$ cat src/rtl/spi_mux_pkg.sv
// Shared definitions for the CSR-driven SPI mux master: status bit layout,
// command field positions and FSM state encoding.
package spi_mux_pkg;

    localparam int BUSY_BIT     = 31;
    localparam int OVR_BIT      = 30;
    localparam int BADSEL_BIT   = 29;

    localparam int CMD_NBITS_HI = 28;
    localparam int CMD_NBITS_LO = 24;
    localparam int MAX_BITS     = 24;

    typedef enum logic [2:0] {
        ST_IDLE,
        ST_SETUP,
        ST_HIGH,
        ST_LOW,
        ST_HOLD
    } state_t;

    // Command field holds nBits-1; anything past the shifter width saturates.
    function automatic logic [4:0] clamp_nbits(input logic [4:0] field);
        if (field >= 5'(MAX_BITS - 1)) begin
            return 5'(MAX_BITS);
        end
        return field + 5'd1;
    endfunction

endpackage

$ cat src/rtl/spi_mux_master_tick.sv
// Half-period timer: reloads on every phase entry and raises o_tick during
// the last cycle of a CLK_DIV-cycle phase.
module spi_half_period_tick #(
    parameter int CLK_DIV = 4
) (
    input  logic i_clk,
    input  logic i_rst,
    input  logic i_restart,
    output logic o_tick
);

    localparam int CNT_W = (CLK_DIV > 1) ? $clog2(CLK_DIV) : 1;

    logic [CNT_W-1:0] r_cnt;

    always_ff @(posedge i_clk or posedge i_rst) begin
        if (i_rst) begin
            r_cnt <= '0;
        end else if (i_restart) begin
            r_cnt <= CNT_W'(CLK_DIV - 1);
        end else if (r_cnt != '0) begin
            r_cnt <= r_cnt - 1'b1;
        end
    end

    assign o_tick = (r_cnt == '0);

endmodule

$ cat src/rtl/spi_mux_master.sv
// SPI mode-0 master driven by a single CSR command word; routes the transfer
// to the slave chosen by muxSel at acceptance and reports rx data in sysCsr.
module spi_mux_master
    import spi_mux_pkg::*;
#(
    parameter int N_DEV   = 4,
    parameter int SEL_W   = 2,
    parameter int CLK_DIV = 4
) (
    input  logic              sysClk,
    input  logic              sysReset,
    input  logic              sysCsrStrobe,
    input  logic [31:0]       sysGpioOut,
    output logic [31:0]       sysCsr,
    input  logic [SEL_W-1:0]  muxSel,
    output logic              spiClk,
    output logic              spiMosi,
    output logic [N_DEV-1:0]  spiCsN,
    input  logic [N_DEV-1:0]  spiMiso
);

    state_t              r_state;
    state_t              w_state_next;

    logic [MAX_BITS-1:0] r_tx;
    logic [MAX_BITS-1:0] r_rx_shift;
    logic [MAX_BITS-1:0] r_rx;
    logic [4:0]          r_bits_left;
    logic [SEL_W-1:0]    r_sel;
    logic                r_badsel;
    logic                r_ovr;
    logic                r_mosi;

    logic                w_tick;
    logic                w_phase_start;
    logic                w_accept;
    logic                w_enter_high;
    logic                w_enter_low;
    logic                w_done;
    logic                w_miso;
    logic                w_cs_active;
    logic                w_sel_bad;
    logic [4:0]          w_nbits;
    logic [MAX_BITS-1:0] w_tx_aligned;
    logic                w_unused_cmd;

    assign w_unused_cmd = ^sysGpioOut[31:29];

    spi_half_period_tick #(
        .CLK_DIV (CLK_DIV)
    ) u_tick (
        .i_clk     (sysClk),
        .i_rst     (sysReset),
        .i_restart (w_phase_start),
        .o_tick    (w_tick)
    );

    // Left-align the tx word so the first bit out is always r_tx[MSB].
    assign w_nbits      = clamp_nbits(sysGpioOut[CMD_NBITS_HI:CMD_NBITS_LO]);
    assign w_tx_aligned = sysGpioOut[MAX_BITS-1:0] << (5'(MAX_BITS) - w_nbits);
    assign w_sel_bad    = (32'(muxSel) >= N_DEV);

    always_ff @(posedge sysClk or posedge sysReset) begin
        if (sysReset) begin
            r_state <= ST_IDLE;
        end else begin
            r_state <= w_state_next;
        end
    end

    always_comb begin
        w_state_next  = r_state;
        w_phase_start = 1'b0;
        w_accept      = 1'b0;
        w_enter_high  = 1'b0;
        w_enter_low   = 1'b0;
        w_done        = 1'b0;
        case (r_state)
            ST_IDLE: begin
                if (sysCsrStrobe) begin
                    w_state_next  = ST_SETUP;
                    w_accept      = 1'b1;
                    w_phase_start = 1'b1;
                end
            end
            ST_SETUP: begin
                if (w_tick) begin
                    w_state_next  = ST_HIGH;
                    w_enter_high  = 1'b1;
                    w_phase_start = 1'b1;
                end
            end
            ST_HIGH: begin
                if (w_tick) begin
                    w_state_next  = ST_LOW;
                    w_enter_low   = 1'b1;
                    w_phase_start = 1'b1;
                end
            end
            ST_LOW: begin
                if (w_tick) begin
                    w_phase_start = 1'b1;
                    if (r_bits_left != 5'd0) begin
                        w_state_next = ST_HIGH;
                        w_enter_high = 1'b1;
                    end else begin
                        w_state_next = ST_HOLD;
                    end
                end
            end
            ST_HOLD: begin
                if (w_tick) begin
                    w_state_next = ST_IDLE;
                    w_done       = 1'b1;
                end
            end
            default: begin
                w_state_next = ST_IDLE;
            end
        endcase
    end

    always_ff @(posedge sysClk or posedge sysReset) begin
        if (sysReset) begin
            r_tx        <= '0;
            r_rx_shift  <= '0;
            r_rx        <= '0;
            r_bits_left <= '0;
            r_sel       <= '0;
            r_badsel    <= 1'b0;
            r_ovr       <= 1'b0;
            r_mosi      <= 1'b0;
        end else begin
            if (sysCsrStrobe && (r_state != ST_IDLE)) begin
                r_ovr <= 1'b1;
            end
            if (w_accept) begin
                r_tx        <= w_tx_aligned;
                r_bits_left <= w_nbits;
                r_sel       <= muxSel;
                r_badsel    <= w_sel_bad;
                r_ovr       <= 1'b0;
                r_rx_shift  <= '0;
                r_rx        <= '0;
                r_mosi      <= w_tx_aligned[MAX_BITS-1];
            end
            if (w_enter_high) begin
                r_rx_shift  <= {r_rx_shift[MAX_BITS-2:0], w_miso};
                r_bits_left <= r_bits_left - 5'd1;
            end
            // The LOW after the final rising edge has no next bit; MOSI just holds.
            if (w_enter_low && (r_bits_left != 5'd0)) begin
                r_tx   <= {r_tx[MAX_BITS-2:0], 1'b0};
                r_mosi <= r_tx[MAX_BITS-2];
            end
            if (w_done) begin
                r_rx   <= r_rx_shift;
                r_mosi <= 1'b0;
            end
        end
    end

    always_comb begin
        w_miso = 1'b0;
        for (int i = 0; i < N_DEV; i++) begin
            if (!r_badsel && (r_sel == SEL_W'(i))) begin
                w_miso = spiMiso[i];
            end
        end
    end

    assign w_cs_active = (r_state != ST_IDLE) && !r_badsel;

    generate
        for (genvar gi = 0; gi < N_DEV; gi++) begin : g_cs
            assign spiCsN[gi] = !(w_cs_active && (r_sel == SEL_W'(gi)));
        end
    endgenerate

    assign spiClk  = (r_state == ST_HIGH);
    assign spiMosi = r_mosi;

    always_comb begin
        sysCsr                = '0;
        sysCsr[BUSY_BIT]      = (r_state != ST_IDLE);
        sysCsr[OVR_BIT]       = r_ovr;
        sysCsr[BADSEL_BIT]    = r_badsel;
        sysCsr[MAX_BITS-1:0]  = r_rx;
    end

endmodule

$ cat config.mk
export PLATFORM = sky130hd
export DESIGN_NAME = spi_mux_master
export DESIGN_NICKNAME = d
export VERILOG_FILES = /design/src/rtl/spi_mux_pkg.sv /design/src/rtl/spi_mux_master_tick.sv /design/src/rtl/spi_mux_master.sv
export SDC_FILE = /design/constraint.sdc
export NUM_CORES = 1
export LEC_CHECK = 0
export BUFFER_PORTS_ARGS = -buffer_cell sky130_fd_sc_hd__buf_2
export CAP_MARGIN = 20
export CORE_ASPECT_RATIO = 1.5
export CORE_MARGIN = 2
export CORE_UTILIZATION = 42
export CTS_CLUSTER_DIAMETER = 120
export DETAILED_ROUTE_END_ITERATION = 6
export PLACE_DENSITY = 0.6
export SYNTH_ARGS = -nofsm -noshare
export SYNTH_HDL_FRONTEND = slang
export SYNTH_SLANG_ARGS = --single-unit
$ cat constraint.sdc
create_clock -name sysClk -period 2.95 [get_ports sysClk]
set_input_delay 0.295 -clock sysClk [delete_from_list [all_inputs] [get_ports sysClk]]
set_output_delay 0.295 -clock sysClk [all_outputs]
set_load 0.02 [all_outputs]
==> Yosys cells after proc, flatten, opt, wreduce, memory -nomap -nowiden <==
Index checks and enable logic that the tools add are counted.
{ "totals": {"inputBits": 41, "reg_bits": 85, "output_inout_bits": 38, "elab_cells": 88} }
{ "op_classes": {"n_lt_le_gt_ge": 1, "shifts": 1, "addsub": 4, "n_mux": 37, "n_eq_ne": 12, "n_reduce_logical": 24} }
{ "op_table": {"columns": ["op", "n"], "rows": [
  ["two-way mux 24 bit", 3],
  ["two-way mux 23 bit", 2],
  ["left shift 24 x 5 -> 24 bit", 1],
  ["two-way mux 5 bit", 4],
  ["two-way mux 3 bit", 6],
  ["two-way mux 1 bit", 17],
  ["one-hot mux 3 bit (5 select lines)", 1],
  ["nonzero test 2 bit", 6],
  ["inequality test 2 x 1 -> 1 bit (second input constant)", 4],
  ["equality test 3 x 2 -> 1 bit (second input constant)", 2],
  ["logical AND 1 bit", 6],
  ["nonzero test 3 bit", 2],
  ["adder 5 x 1 -> 5 bit (second input constant)", 1],
  [">= comparator 5 bit (second input constant)", 1],
  ["AND reduction 5 bit", 1],
  ["nonzero test 5 bit", 1],
  ["subtractor 5 x 1 -> 5 bit (second input constant)", 1],
  ["subtractor 5 bit (first input constant)", 1],
  ["equality test 2 bit (second input constant)", 2],
  ["logical NOT 1 bit", 4],
  ["logical NOT 2 bit", 2],
  ["two-way mux 2 bit", 2],
  ["one-hot mux 1 bit (2 select lines)", 2],
  ["equality test 3 x 1 -> 1 bit (second input constant)", 1],
  ["other kinds (6)", 6]
]} }

==> Longest topological paths before layout <==
Gate-level depths: netlist of the first run.
{ "depth": {"ltp_word": 8, "mapped_depth": 15, "ltp_nobuf": 12} }

==> Modules after synthesis <==
Synthesis of the first run repeated with hierarchy kept, for this count alone.
{ "unflattened": {"cells_unflattened": 532, "area_unflattened_um2": 5227.5} }
{ "by_module_without_submodules": {"columns": ["module", "n_inst", "seq_area_each_um2", "area_per_inst_um2", "cells_each"], "rows": [
  ["spi_mux_master", 1, 2077.0, 5118.7, 521],
  ["spi_half_period_tick", 1, 50.0, 108.9, 11]
]} }

==> Worst setup path after synthesis of the first run <==
No wires, ideal clock.
{ "synth_timing": {"path_type": "input -> register", "start": "in sysGpioOut[24]", "end": "reg r_tx[14]", "setup_slack_ps": -184, "path_stages": 15, "t_required_ps": 2870, "n_path_buf": 6, "setup_ps": 80, "arrival_time_ps": 3054, "cell_sequence": "ha_1 -> buf_4 -> a21oi_1 -> o21bai_1 -> buf_4 -> buf_2 -> ha_1 -> buf_4 -> buf_2 -> clkbuf_1 -> nand3_1 -> o21ai_0 -> mux2i_1 -> mux2_2 -> o22ai_2"} }
{ "synth_via": {"elab_chain_cells": 7, "elab_cells_between_ends": 8, "cone_classes": "add/sub: 2; order compare: 1; shift: 1; mux: 4"} }
{ "synth_lines": {"columns": ["item", "line", "text"], "rows": [
  ["start: declaration", "spi_mux_master.sv:13", "input logic [31:0] sysGpioOut,"],
  [">= comparator 5 bit", "spi_mux_pkg.sv:23", "if (field >= 5'(MAX_BITS - 1)) begin"],
  ["two-way mux 1 bit", "spi_mux_pkg.sv:23", null],
  ["two-way mux 5 bit (*)", "spi_mux_pkg.sv:26", "return field + 5'd1;"],
  ["subtractor 5 bit (*)", "spi_mux_master.sv:60", "assign w_tx_aligned = sysGpioOut[MAX_BITS-1:0] << (5'(MAX_BITS) - w_nbits);"],
  ["left shift 24 x 5 -> 24 bit (*)", "spi_mux_master.sv:60", null],
  ["two-way mux 23 bit (*)", "spi_mux_master.sv:137", "if (w_accept) begin"],
  ["two-way mux 23 bit (*)", "spi_mux_master.sv:152", "if (w_enter_low && (r_bits_left != 5'd0)) begin"],
  ["end signal: assignment", "spi_mux_master.sv:138", "r_tx <= w_tx_aligned;"],
  ["end signal: assignment", "spi_mux_master.sv:153", "r_tx <= {r_tx[MAX_BITS-2:0], 1'b0};"],
  ["end: declaration", "spi_mux_master.sv:25", "logic [MAX_BITS-1:0] r_tx;"]
]} }
Mark *: on every way between the ends. The rest lies on a longest branch, timed or not. The select of a mux whose other input is x is not followed.
A chain may end at the register's enable or synchronous reset.

==> Final worst setup path of the first run <==
{ "layout_timing": {"start": "in sysGpioOut[24]", "end": "reg r_tx[17]"} }
The elaborated chain is that of the path after synthesis.

==> results of run 1 <==
power breakdown:
group	switching (mW)	internal, mW
logic	0.844	0.696
registers	0.256	1.53
clock network	0.478	0.746
per-stage QoR:
step                cell area [um^2]  hold slack, ps
global placement                5623           430.7
finish                          5946           23.35
CTS                             5946           71.10
floorplan                       5016           400.4
detailed placement              5623           433.8
global route                    5946           96.94
final timing paths:
check / start / endpoint / slack [ps]
max reg2reg: r_state[2]$_DFFE_PP0P_ / r_tx[15]$_DFFE_PP0P_ / 800
min: sysReset / r_rx[6]$_DFFE_PP0P_ / 20
min in group sysClk: muxSel[1] / r_sel[1]$_DFFE_PP0P_ / 150
min reg2reg: r_rx_shift[2]$_DFFE_PP0P_ / r_rx_shift[3]$_DFFE_PP0P_ / 490
max: sysGpioOut[24] / r_tx[17]$_DFFE_PP0P_ / 400
max in group asynchronous: sysReset / r_tx[11]$_DFFE_PP0P_ / 2540
area by class of cell:
class / count / area, um^2
flip-flops and latches: 85 / 2127
inverters: 7 / 27.53
repair buffers: 109 / 683.2
well taps: 150 / 187.7
clock buffers: 9 / 225.2
fillers: 1106 / 5585
clock inverters: 7 / 97.59
multi-input cells: 369 / 2597
flip-flops by register name, indices dropped and copies added (netlist names):
signal	cells
r_rx	24
r_rx_shift	24
r_tx	23
r_bits_left	5
r_state	3
r_sel	2
u_tick.r_cnt	2
r_ovr	1
spiMosi	1
critical path: stages:
cell      delay [ps]
buf_2            110
ha_1             190
nand2b_1         140
a21oi_1          160
o21ai_0          140
ha_1             360
buf_12           160
mux4_2           510
nand2_1          100
a21boi_0         320
o22a_1           210
a21oi_1           60
routing by layer:
layer / global-route usage [%] / wire, um
met5: 0 / 0
met2: 31.64 / 5797
met4: 7.843 / 299
met1: 24.48 / 5073
met3: 3.228 / 481
Yosys cell counts, types with 7 or more instances:
master    number
a21oi_1       32
nor3_1        10
mux4_2        20
buf_2          9
nand2b_1       7
nor2_1        30
o22ai_1       14
nand2_1       75
nand3_1       32
clkbuf_1      26
mux2i_1       27
buf_4         11
and3_1        11
dfrtp_1       85
o21ai_0        8
inv_1          7
a22o_1        24
logic make-up after synthesis:
logic type	Yosys count
adder cells (fa/ha/maj)	4
AND/OR/NAND/NOR	186
multiplexers	52
flip-flops	85
other	1
buffers and inverters	56
AO/OA/AOI/OAI	117
XOR/XNOR	4
==> results.py, run 1 <==
metrics = {
    "run_status": {
        "status": "complete, no violations",
    },
    "layout": {
        "area_growth_pct": 19.22,
        "diodes": 0,
        "final_cell_mix": "dfrtp_1 (85), nand2_1 (75), buf_2 (69)",
        "layout-drive-gt1-share_pct": 27.47,
        "finalNonFillerCells": 736,
        "final_net_count": 626,
        "final_util_pct": 51.56,
        "final_common_cell": "dfrtp_1",
    },
    "worst_setup_path": {
        "reg2reg_depth": 6,
        "cp_max_fo": 12,
        "cp.required_ps": 3170,
        "critPathCaptureType": "register",
        "cp_data_arrival_time_ps": 2780,
        "cp-start-kind": "input port",
        "crit_type": "input port to register",
    },
    "clock_network": {
        "cts_hold_buf": 0,
        "cts_setup_buffers": 0,
        "cts_sinks": 85,
        "path_clk_slew_ps": 60,
        "numCtsBuffers": 9,
        "htree_levels": 3,
        "ctsResizeCount": 0,
        "clockBufferDepth": 2,
        "clk_latency_ps": 340,
        "cts_tree": "built",
        "cts_root_buf": "clkbuf_16",
    },
    "yosys": {
        "mappedNetlistArea_um2": 4987,
        "ys_ff_latch": 85,
        "netlist_instances": 505,
        "synth_cell_type_count": 55,
        "yosys.area_share.simple_pct": 17.11,
        "synth_area_leaders": "dfrtp_1 (43%), mux4_2 (9.0%), nand2_1 (5.6%), mux2i_1 (5.4%), a22o_1 (4.2%)",
        "synth_top_family_by_area": "simple AND/OR/NAND/NOR gates",
        "synth_edf_count": 0,
        "yosys.area.top_type_share_pct": 42.65,
        "synth_xor_area_share_pct": 0.8530,
        "ys_async_sr_fraction_pct": 100.0,
        "synth_ff_type": "dfrtp_1",
        "synthAdderAreaFrac_pct": 1.004,
        "synthMuxAreaShare_pct": 15.58,
        "yosys_warnings": 0,
        "yosysSeqAreaShare_pct": 42.65,
        "synth_compound_area_share_pct": 17.01,
        "yosysTopAreaCell": "dfrtp_1",
        "syn_area_per_cell_um2": 9.876,
    },
    "sta": {
        "period_share_pct": 86.46,
        "max_freq_mhz": 392.1,
        "fin_setup_tns_ps": 0,
        "setup_viol": 0,
        "clock_skew_ps": 5.042,
        "fin_ws_ps": 399.4,
        "hold_violations": 0,
        "drv_slew": 0,
        "rsz0062_at_grt": "no",
        "period_minus_slack_ps": 2551,
    },
    "routing": {
        "drtAntennaViolNets": 0,
        "via_per_inst": 5.632,
        "wirelength_mm": 11.65,
        "drc": 0,
        "num_vias": 4145,
        "drt_iter0_drc": 216,
        "wl_per_cell_um": 15.83,
        "dr.pass1.iters": 4,
    },
    "pwr": {
        "powerDensity_nw_per_um2": 764.3,
        "ir_drop_mv": 0.2385,
        "p_leak_nw": 2.871,
        "power_mw": 4.544,
    },
    "floorplanning": {
        "start_util_pct": 43.25,
        "coreArea_um2": 11530,
        "fp.dieH_um": 137.5,
        "io_pins": 79,
        "rows": 48,
        "die_area_um2": 12780,
        "die_width_um": 92.98,
    },
    "place": {
        "port_buffers": 69,
        "place_ws_ps": 63.35,
        "placed_cells": 720,
        "gp_congestion": 0.8634,
        "detailed_place_hpwl_mm": 8.399,
    },
    "grt": {
        "grt_start_max_net_pins": 86,
        "grt_usage_pct": 18.97,
        "grt_pass1_vias": 3919,
        "grt_antenna_before_repair": 0,
        "grt_overflow_total": 0,
        "grt_pass1_wl_mm": 19.41,
    },
    "job": {
        "cap_violations": 0,
    },
    "min_path": {
        "worstHoldPathType": "input port to async pin",
    },
}
Power figures use the tool's default switching activity.
==> inputs of run 2 (changes only) <==
--- a/config.mk
+++ b/config.mk
@@ -12,7 +12,7 @@
 export CORE_UTILIZATION = 42
 export CTS_CLUSTER_DIAMETER = 120
 export DETAILED_ROUTE_END_ITERATION = 6
-export PLACE_DENSITY = 0.6
+export PLACE_DENSITY = 0.63
 export SYNTH_ARGS = -nofsm -noshare
 export SYNTH_HDL_FRONTEND = slang
 export SYNTH_SLANG_ARGS = --single-unit
==> constraint.sdc (replaced) <==
create_clock -name sysClk -period 2.3 [get_ports sysClk]
set_input_delay 0.23 -clock sysClk [delete_from_list [all_inputs] [get_ports sysClk]]
set_output_delay 0.23 -clock sysClk [all_outputs]
set_load 0.02 [all_outputs]
==> results.py, run 2 (synthesis gave the netlist of run 1 again) <==
metrics = {
    "run_status": {
        "status": "finished, violations left",
        "violations": "negative hold slack",
    },
    "routing": {
        "drt_iter0_drc": 222,
        "dr.pass1.iters": 4,
        "drtAntennaViolNets": 0,
        "drc": 0,
        "via_per_inst": 5.687,
        "num_vias": 4339,
        "wl_per_cell_um": 16.76,
        "wirelength_mm": 12.79,
    },
    "sta": {
        "max_freq_mhz": 452.2,
        "period_minus_slack_ps": 2211,
        "fin_ws_ps": 88.79,
        "hold_violations": 2,
        "setup_viol": 0,
        "slew_headroom_pct": 51.92,
        "clock_skew_ps": 8.721,
        "period_share_pct": 96.14,
        "tightest_slew_ps": 719.7,
        "drv_slew": 0,
        "hold_ws_ps": -0.5981,
    },
    "worst_setup_path": {
        "cp_data_arrival_time_ps": 2440,
        "crit_start": "sysGpioOut[25]",
        "cp_max_fo": 5,
        "cp-endpoint": "r_tx[19]$_DFFE_PP0P_",
        "crit_type": "input port to register",
        "reg2reg_depth": 8,
        "regToRegEndpoint": "r_tx[9]$_DFFE_PP0P_",
        "worstReg2RegStart": "r_bits_left[0]$_DFFE_PP0P_",
        "cp.required_ps": 2530,
        "critPathCaptureType": "register",
        "rrSetupSlack_ps": 250,
        "cp-start-kind": "input port",
    },
    "place": {
        "detailed_place_hpwl_mm": 9.487,
        "placed_cells": 742,
        "gp_congestion": 0.9029,
        "place_ws_ps": -592.3,
        "placed_area_um2": 5869,
        "port_buffers": 69,
    },
    "layout": {
        "final_util_pct": 54.88,
        "top_regs": "r_rx (24), r_rx_shift (24), r_tx (23)",
        "finalNonFillerCells": 763,
        "final_common_cell": "dfrtp_1",
        "final_area_um2": 6329,
        "layout-drive-gt1-share_pct": 34.58,
        "area_growth_pct": 26.89,
        "final_cell_mix": "dfrtp_1 (85), nand2_1 (75), buf_2 (67)",
        "final_net_count": 653,
        "diodes": 0,
    },
    "job": {
        "cap_violations": 0,
    },
    "grt": {
        "grt_usage_pct": 20.86,
        "grt_pass1_wl_mm": 21.23,
        "grt_start_max_net_pins": 35,
        "grt_pass1_vias": 4353,
        "grt_overflow_total": 0,
        "grt_antenna_before_repair": 0,
    },
    "clock_network": {
        "cts_root_buf": "clkbuf_16",
        "cts_tree": "built",
        "path_clk_slew_ps": 70,
        "cts_sinks": 85,
        "clockBufferDepth": 2,
        "numCtsBuffers": 9,
        "htree_levels": 3,
        "clk_latency_ps": 340,
    },
    "floorplanning": {
        "rows": 48,
        "die_area_um2": 12780,
        "io_pins": 79,
        "start_util_pct": 43.25,
        "die_width_um": 92.98,
        "fp.dieH_um": 137.5,
        "coreArea_um2": 11530,
    },
    "pwr": {
        "clkPwrFrac_pct": 22.9,
        "comb_power_share_pct": 38.0,
        "switching_share_pct": 36.28,
        "seq_power_share_pct": 39.1,
        "p_leak_nw": 3.020,
        "powerDensity_nw_per_um2": 927.2,
        "ir_drop_mv": 0.3541,
        "p_sw_mw": 2.129,
        "p_int_mw": 3.739,
    },
    "min_path": {
        "worstHoldPathType": "input port to async pin",
    },
}
[run 2: cell count changes in the layout (fill, tap and decap cells not counted), moves of 3 or more]
cell	change
a21oi_1	-4
a21oi_4	+3
mux2i_1	-4
mux2i_2	+3
buf_4	+22
buf_6	+6
[run 2: repair_timing]
item | CTS | global route
setup endpoints to repair | 18 | 17
hold buffers | 0 | 0
resized for setup | 11 | 21
setup buffers | 3 | 2
pin swaps | 4 | 8
[run 2: routing by layer]
metal  GRT usage, %  part of all wire (%)
met1          25.34                    41
met2          36.96                    52
met3          2.516                   4.0
met4          9.395                   3.3
met5              0                     0
[run 2: how the worst min path moves through the flow]
stage                   start                         end  slack, ps  cells past startpoint
CTS                  sysReset  r_rx_shift[16]$_DFFE_PP0P_         20                      2
floorplan           muxSel[0]        r_sel[0]$_DFFE_PP0P_        340                      2
global placement     sysReset  r_rx_shift[15]$_DFFE_PP0P_        380                      2
detailed placement   sysReset  r_rx_shift[15]$_DFFE_PP0P_        380                      2
finish               sysReset      r_state[1]$_DFFE_PP0P_       -0.6                      2
global route         sysReset        r_rx[15]$_DFFE_PP0P_         70                      2
[run 2: critical path, stage by stage]
cell and delay, ps:
buf_6 100, ha_4 150, nand2b_4 140, a21oi_4 130, o21ai_2 100, ha_4 290, buf_12 110, buf_4 120
mux4_2 560, buf_4 170, a21oi_2 120, o22a_1 130, a21oi_1 60
[run 2: area by class of cell]
cell class | count | area, um^2
timing repair buffer | 136 | 925.9
sequential | 85 | 2127
clock inverter | 6 | 47.55
fill | 1039 | 5202
tap | 150 | 187.7
multi-input combinational | 369 | 2781
clock buffer | 10 | 229.0
inverter | 7 | 30.03
[run 2: power by group through the flow]
stage,combinational (mW),clock [mW],sequential [mW]
2_1_floorplan,1.55,0,2.22
3_3_place_gp,2.08,0,2.29
3_5_place_dp,2.14,0,2.31
4_1_cts,2.20,1.37,2.29
5_1_grt,2.47,1.43,2.35
6_report,2.23,1.34,2.29
[run 2: stage by stage]
stage | TNS, ps | power [mW]
global placement | -8098 | 4.364
floorplan | -3419 | 3.767
global route | -2.720 | 6.254
finish | 0 | 5.868
detailed placement | -9580 | 4.447
CTS | 0 | 5.854
